--- src/rtl/mc_control_if.sv ---
// Bundle of instruction fields, memory handshake and control lines between
// the multicycle sequencer (master) and the MIPS datapath (slave).
interface mc_control_if #(
  parameter int CNT_W = 32
);
  logic [5:0]       OpCode;
  logic [5:0]       funct;
  logic             mem_ready;
  logic             ir_write;
  logic             pc_write;
  logic             RegDst;
  logic             AluSrc;
  logic             MemtoReg;
  logic             RegWrite;
  logic             MemRead;
  logic             MemWrite;
  logic             Branch;
  logic             Jump;
  logic             Jal;
  logic             Jr;
  logic [1:0]       ALUOp;
  logic [2:0]       state_o;
  logic             halted;
  logic [CNT_W-1:0] retired;

  modport master (
    input  OpCode, funct, mem_ready,
    output ir_write, pc_write, RegDst, AluSrc, MemtoReg, RegWrite, MemRead,
           MemWrite, Branch, Jump, Jal, Jr, ALUOp, state_o, halted, retired
  );

  modport slave (
    output OpCode, funct, mem_ready,
    input  ir_write, pc_write, RegDst, AluSrc, MemtoReg, RegWrite, MemRead,
           MemWrite, Branch, Jump, Jal, Jr, ALUOp, state_o, halted, retired
  );
endinterface

--- src/rtl/mc_control.sv ---
// Multicycle MIPS control sequencer: FETCH/DECODE/EXEC/MEM/WB with a trap on
// illegal opcodes and a retired-instruction counter.
module mc_control #(
  parameter int CNT_W = 32
) (
  input  logic         clk,
  input  logic         reset,
  mc_control_if.master bus
);
  typedef enum logic [2:0] {
    S_FETCH  = 3'd0,
    S_DECODE = 3'd1,
    S_EXEC   = 3'd2,
    S_MEM    = 3'd3,
    S_WB     = 3'd4,
    S_TRAP   = 3'd7
  } state_t;

  localparam logic [5:0] OP_RTYPE = 6'b000000;
  localparam logic [5:0] OP_LW    = 6'b100011;
  localparam logic [5:0] OP_SW    = 6'b101011;
  localparam logic [5:0] OP_BEQ   = 6'b000100;
  localparam logic [5:0] OP_ADDI  = 6'b001000;
  localparam logic [5:0] OP_J     = 6'b000010;
  localparam logic [5:0] OP_JAL   = 6'b000011;
  localparam logic [5:0] FN_JR    = 6'b001000;

  state_t           state_q, state_d;
  logic [5:0]       op_q, op_d;
  logic [5:0]       funct_q, funct_d;
  logic [CNT_W-1:0] retired_q, retired_d;

  logic       ir_write, pc_write, reg_dst, alu_src, mem_to_reg, reg_write;
  logic       mem_read, mem_write, branch, jump, jal, jr, halted;
  logic [1:0] alu_op;

  always_comb begin
    state_d    = state_q;
    op_d       = op_q;
    funct_d    = funct_q;
    ir_write   = 1'b0;
    pc_write   = 1'b0;
    reg_dst    = 1'b0;
    alu_src    = 1'b0;
    mem_to_reg = 1'b0;
    reg_write  = 1'b0;
    mem_read   = 1'b0;
    mem_write  = 1'b0;
    branch     = 1'b0;
    jump       = 1'b0;
    jal        = 1'b0;
    jr         = 1'b0;
    halted     = 1'b0;
    alu_op     = 2'b00;

    case (state_q)
      S_FETCH: begin
        ir_write = 1'b1;
        state_d  = S_DECODE;
      end
      S_DECODE: begin
        op_d    = bus.OpCode;
        funct_d = bus.funct;
        case (bus.OpCode)
          OP_RTYPE, OP_LW, OP_SW, OP_BEQ, OP_ADDI, OP_J, OP_JAL: state_d = S_EXEC;
          default: state_d = S_TRAP;
        endcase
      end
      S_EXEC: begin
        case (op_q)
          OP_RTYPE: begin
            if (funct_q == FN_JR) begin
              jump     = 1'b1;
              jr       = 1'b1;
              pc_write = 1'b1;
              state_d  = S_FETCH;
            end else begin
              alu_op  = 2'b10;
              reg_dst = 1'b1;
              state_d = S_WB;
            end
          end
          OP_LW, OP_SW: begin
            alu_src = 1'b1;
            state_d = S_MEM;
          end
          OP_BEQ: begin
            branch   = 1'b1;
            alu_op   = 2'b01;
            pc_write = 1'b1;
            state_d  = S_FETCH;
          end
          OP_ADDI: begin
            alu_src = 1'b1;
            state_d = S_WB;
          end
          OP_J: begin
            jump     = 1'b1;
            pc_write = 1'b1;
            state_d  = S_FETCH;
          end
          OP_JAL: begin
            jump      = 1'b1;
            jal       = 1'b1;
            reg_write = 1'b1;
            pc_write  = 1'b1;
            state_d   = S_FETCH;
          end
          default: state_d = S_TRAP;
        endcase
      end
      S_MEM: begin
        // Only lw and sw ever reach MEM, so anything that is not lw is a store.
        alu_src = 1'b1;
        if (op_q == OP_LW) mem_read = 1'b1;
        else mem_write = 1'b1;
        if (bus.mem_ready) begin
          if (op_q == OP_LW) begin
            state_d = S_WB;
          end else begin
            pc_write = 1'b1;
            state_d  = S_FETCH;
          end
        end
      end
      S_WB: begin
        reg_write = 1'b1;
        pc_write  = 1'b1;
        state_d   = S_FETCH;
        case (op_q)
          OP_RTYPE: begin
            reg_dst = 1'b1;
            alu_op  = 2'b10;
          end
          OP_ADDI: alu_src = 1'b1;
          OP_LW: begin
            mem_to_reg = 1'b1;
            alu_src    = 1'b1;
          end
          default: ;
        endcase
      end
      S_TRAP: halted = 1'b1;
      default: state_d = S_FETCH;
    endcase

    retired_d = retired_q + CNT_W'(pc_write);
  end

  always_ff @(posedge clk) begin
    if (reset) begin
      state_q   <= S_FETCH;
      op_q      <= 6'd0;
      funct_q   <= 6'd0;
      retired_q <= '0;
    end else begin
      state_q   <= state_d;
      op_q      <= op_d;
      funct_q   <= funct_d;
      retired_q <= retired_d;
    end
  end

  // Reset forces every control line low immediately, whatever state is held.
  assign bus.ir_write = ir_write   & ~reset;
  assign bus.pc_write = pc_write   & ~reset;
  assign bus.RegDst   = reg_dst    & ~reset;
  assign bus.AluSrc   = alu_src    & ~reset;
  assign bus.MemtoReg = mem_to_reg & ~reset;
  assign bus.RegWrite = reg_write  & ~reset;
  assign bus.MemRead  = mem_read   & ~reset;
  assign bus.MemWrite = mem_write  & ~reset;
  assign bus.Branch   = branch     & ~reset;
  assign bus.Jump     = jump       & ~reset;
  assign bus.Jal      = jal        & ~reset;
  assign bus.Jr       = jr         & ~reset;
  assign bus.halted   = halted     & ~reset;
  assign bus.ALUOp    = reset ? 2'b00 : alu_op;
  assign bus.state_o  = reset ? 3'd0 : state_q;
  assign bus.retired  = retired_q;
endmodule

--- src/flat_wrapper.sv ---
// flat-port wrapper written by rule: the top's interface ports become plain ports
module mc_control_flat 
#(
  parameter int CNT_W = 32
)
  (clk, reset, bus_OpCode, bus_funct, bus_mem_ready, bus_ir_write, bus_pc_write, bus_RegDst, bus_AluSrc, bus_MemtoReg, bus_RegWrite, bus_MemRead, bus_MemWrite, bus_Branch, bus_Jump, bus_Jal, bus_Jr, bus_ALUOp, bus_state_o, bus_halted, bus_retired);
  mc_control_if #(.CNT_W(CNT_W)) bus_i ();
  input  logic clk;
  input  logic reset;
  input wire logic [$bits(bus_i.OpCode)-1:0] bus_OpCode;
  input wire logic [$bits(bus_i.funct)-1:0] bus_funct;
  input wire logic [$bits(bus_i.mem_ready)-1:0] bus_mem_ready;
  output wire logic [$bits(bus_i.ir_write)-1:0] bus_ir_write;
  output wire logic [$bits(bus_i.pc_write)-1:0] bus_pc_write;
  output wire logic [$bits(bus_i.RegDst)-1:0] bus_RegDst;
  output wire logic [$bits(bus_i.AluSrc)-1:0] bus_AluSrc;
  output wire logic [$bits(bus_i.MemtoReg)-1:0] bus_MemtoReg;
  output wire logic [$bits(bus_i.RegWrite)-1:0] bus_RegWrite;
  output wire logic [$bits(bus_i.MemRead)-1:0] bus_MemRead;
  output wire logic [$bits(bus_i.MemWrite)-1:0] bus_MemWrite;
  output wire logic [$bits(bus_i.Branch)-1:0] bus_Branch;
  output wire logic [$bits(bus_i.Jump)-1:0] bus_Jump;
  output wire logic [$bits(bus_i.Jal)-1:0] bus_Jal;
  output wire logic [$bits(bus_i.Jr)-1:0] bus_Jr;
  output wire logic [$bits(bus_i.ALUOp)-1:0] bus_ALUOp;
  output wire logic [$bits(bus_i.state_o)-1:0] bus_state_o;
  output wire logic [$bits(bus_i.halted)-1:0] bus_halted;
  output wire logic [$bits(bus_i.retired)-1:0] bus_retired;
  assign bus_i.OpCode = bus_OpCode;
  assign bus_i.funct = bus_funct;
  assign bus_i.mem_ready = bus_mem_ready;
  assign bus_ir_write = bus_i.ir_write;
  assign bus_pc_write = bus_i.pc_write;
  assign bus_RegDst = bus_i.RegDst;
  assign bus_AluSrc = bus_i.AluSrc;
  assign bus_MemtoReg = bus_i.MemtoReg;
  assign bus_RegWrite = bus_i.RegWrite;
  assign bus_MemRead = bus_i.MemRead;
  assign bus_MemWrite = bus_i.MemWrite;
  assign bus_Branch = bus_i.Branch;
  assign bus_Jump = bus_i.Jump;
  assign bus_Jal = bus_i.Jal;
  assign bus_Jr = bus_i.Jr;
  assign bus_ALUOp = bus_i.ALUOp;
  assign bus_state_o = bus_i.state_o;
  assign bus_halted = bus_i.halted;
  assign bus_retired = bus_i.retired;
  mc_control #(.CNT_W(CNT_W)) u_core (.clk(clk), .reset(reset), .bus(bus_i));
endmodule
--- config.mk ---
export PLATFORM = sky130hd
export DESIGN_NAME = mc_control_flat
export DESIGN_NICKNAME = d
export VERILOG_FILES = /design/src/rtl/mc_control_if.sv /design/src/rtl/mc_control.sv /design/src/flat_wrapper.sv
export SDC_FILE = /design/constraint.sdc
export NUM_CORES = 1
export LEC_CHECK = 0
export ABC_AREA = 1
export ABC_CLOCK_PERIOD_IN_PS = 4440
export CAP_MARGIN = 20
export CORE_MARGIN = 2
export CORE_UTILIZATION = 56
export CTS_BUF_LIST = sky130_fd_sc_hd__clkbuf_2
export DETAILED_ROUTE_END_ITERATION = 8
export PLACE_DENSITY = 0.88
export SLEW_MARGIN = 20
export SYNTH_ARGS = -nofsm -noshare
export SYNTH_HDL_FRONTEND = slang
export SYNTH_SLANG_ARGS = --single-unit
--- constraint.sdc ---
create_clock -name clk -period 4.44 [get_ports clk]
set_clock_uncertainty 0.1 [all_clocks]
set_input_delay 0.888 -clock clk [delete_from_list [all_inputs] [get_ports clk]]
set_output_delay 0.888 -clock clk [all_outputs]
set_load 0.01 [all_outputs]
==> insert_results.sql <==
INSERT INTO impl_metrics (metric_group, metric, value, unit) VALUES
('run_status', 'status', 'finished, final reports clean', ''),
('floorplanning', 'die_area', '5480', 'um^2'),
('worst_setup_path', 'critPathCaptureType', 'output pin', ''),
('placement', 'gp_routability_congestion', '0.9212', ''),
('final_layout', 'final_net_count', '496', ''),
('cts', 'clock-sinks', '47', ''),
('worst_setup_path', 'cp.required', '3450', 'ps'),
('timing', 'setup_viol_count_final', '0', ''),
('drt', 'wl_per_cell', '13.23', 'um'),
('cts', 'clk_root_buffer_cell', 'clkbuf_2', ''),
('synth', 'synth_warnings', '0', ''),
('worst_setup_path', 'r2r-end', 'u_core.bus.retired[18]', ''),
('cts', 'cts_tree', 'yes', ''),
('drt', 'detailedRoute.firstIterationViolations', '229', ''),
('worst_setup_path', 'worstReg2RegStart', 'u_core.op_q[3]', ''),
('cts', 'num_cts_buffers', '5', ''),
('cts', 'post_cts_resize_count', '0', ''),
('pwr', 'static-leakage-power', '1.348', 'nW'),
('drt', 'dr.pass1.iters', '4', ''),
('worst_hold_path', 'timing.hold.worst.class', 'reg -> reg', ''),
('floorplanning', 'floorplan.initialDensity', '0.5815', ''),
('timing', 'slew_violations', '0', ''),
('final_layout', 'num_antenna_cells', '0', ''),
('synth', 'synth.distinct_cells', '33', ''),
('worst_setup_path', 'r2r_setup_slack', '1570', 'ps'),
('pwr', 'power_density', '338.1', 'nW/um^2'),
('pwr', 'irDropWorstVdd', '0.3509', 'mV'),
('synth', 'synth_largest_area_cell', 'dfxtp_1', ''),
('cts', 'worst_setup_hold_path_clk_slew', '230', 'ps'),
('synth', 'synth-edff-count', '0', ''),
('floorplanning', 'ioPinCount', '65', ''),
('cts', 'clk-insertion-delay-late', '440', 'ps'),
('floorplanning', 'core_area', '4723', 'um^2'),
('drt', 'vias_per_cell', '5.309', ''),
('synth', 'synth_area_per_cell', '6.666', 'um^2'),
('timing', 'slew_headroom', '0.6763', ''),
('drt', 'remaining_drcs', '0', ''),
('placement', 'place.detailed.instances', '539', ''),
('worst_setup_path', 'critical_path_at', '2730', 'ps'),
('global_routing', 'gr-usage-all-layers', '0.2841', ''),
('worst_setup_path', 'critical_path.endpoint', 'bus_RegDst', ''),
('synth', 'postSynthRegisterBits', '47', ''),
('placement', 'portBuffers', '64', ''),
('final_layout', 'fillerInstances', '391', ''),
('pwr', 'total_power', '1.185', 'mW'),
('placement', 'post-place-ws', '733.9', 'ps'),
('final_layout', 'area_delta_synth_final', '27.65', '%'),
('final_layout', 'layout.cells.most_common', 'nand2_1', ''),
('final_layout', 'layout.cells.most_common_list', '86 x nand2_1, 69 x nor2_1, 64 x clkdlybuf4s50_1', ''),
('global_routing', 'grt_start_max_net_pins', '19', ''),
('drt', 'via_count', '2904', ''),
('drt', 'wl', '7.236', 'mm'),
('final_layout', 'postLayoutCoreUtil', '0.7423', ''),
('cts', 'cts_post_setup_buffers_inserted', '0', ''),
('timing', 'unrepaired_setup_endpoints_after_global_routing', 'no', ''),
('timing', 'tightestPinTransition', '485.0', 'ps'),
('floorplanning', 'die_height', '74.03', 'um'),
('final_layout', 'multi_input_area', '1551', 'um^2'),
('synth', 'synthesis.nets', '429', ''),
('cts', 'htree_num_levels', '2', ''),
('global_routing', 'overflow', '0', ''),
('drt', 'postRouteAntennaNets', '0', ''),
('final_layout', 'stdcell_count', '547', ''),
('timing', 'hold_viol_final', '0', ''),
('global_routing', 'grt_first_pass_wirelength', '12.13', 'mm'),
('worst_setup_path', 'timing.reg2reg.worst_path_depth', '15', ''),
('global_routing', 'antenna_found_initial', '0', ''),
('worst_setup_path', 'crit_start', 'reset', ''),
('job', 'number_of_max_cap_violations', '0', ''),
('floorplanning', 'die_x', '74.03', 'um'),
('timing', 'min_period', '3717', 'ps');
[worst min path at each step]
stage	cells past startpoint	slack, ps	end	startpoint
2_1_floorplan	2	330	u_core.funct_q[2]	u_core.funct_q[2]
3_3_place_gp	2	340	u_core.funct_q[1]	u_core.funct_q[1]
3_5_place_dp	2	350	u_core.funct_q[3]	u_core.funct_q[3]
4_1_cts	2	380	u_core.funct_q[2]	u_core.funct_q[2]
5_1_grt	2	400	u_core.funct_q[2]	u_core.funct_q[2]
6_report	2	370	u_core.funct_q[2]	u_core.funct_q[2]
[power by group]
group	switching [mW]	leakage, nW	internal, mW
Clock	0.150	0.0250	0.0372
Sequential	0.0481	0.382	0.488
Combinational	0.291	0.942	0.172
Total	0.489	1.35	0.696
[synth_stat cells (3+ instances only)]
cell,number
a21oi_1,36
a21oi_2,3
clkbuf_1,5
dfxtp_1,47
inv_1,53
inv_2,4
nand2_1,86
nand2_2,4
nand3_1,18
nand3b_1,4
nand4_1,8
nor2_1,69
nor2_2,5
nor2_4,5
nor3_1,8
nor3_2,8
o21ai_0,23
[cells by family after synthesis]
logic type | count (synthesis) | share of synthesized area
AND/OR/NAND/NOR | 226 | 0.4114
buffers and inverters | 65 | 0.09248
AO/OA/AOI/OAI | 68 | 0.1317
flip-flops | 47 | 0.3426
adder cells (fa/ha/maj) | 2 | 0.009110
XOR/XNOR | 4 | 0.01276
[state kept, by name, summed over array words and instances (netlist names)]
name and count:
u_core.bus.retired 32, u_core.funct_q 6, u_core.op_q 6, u_core.state_q 3
[worst max-delay path, cell delays in order]
cell and delay (ps):
clkdlybuf4s50_1 420, buf_4 210, inv_1 280, nand2_1 190, a21oi_1 180, clkdlybuf4s50_1 560
[per-layer routing]
layer / GRT usage / vias up / wire, um
met3: 0.04201 / 17 / 508
met1: 0.3470 / 1318 / 3033
met5: 0 / - / 0
li1: - / 1450 / -
met2: 0.5010 / 119 / 3547
met4: 0.1131 / 0 / 146
[layout make-up]
| cell class | instances | area share |
|---|---|---|
| Clock buffer | 5 | 0.007138 |
| Clock inverter | 3 | 0.005710 |
| Inverter | 57 | 0.06103 |
| Multi-Input combinational cell | 300 | 0.4425 |
| Sequential cell | 47 | 0.2684 |
| Tap cell | 67 | 0.02391 |
| Timing Repair Buffer | 68 | 0.1913 |
No activity file was read; power rests on OpenSTA's default activity.
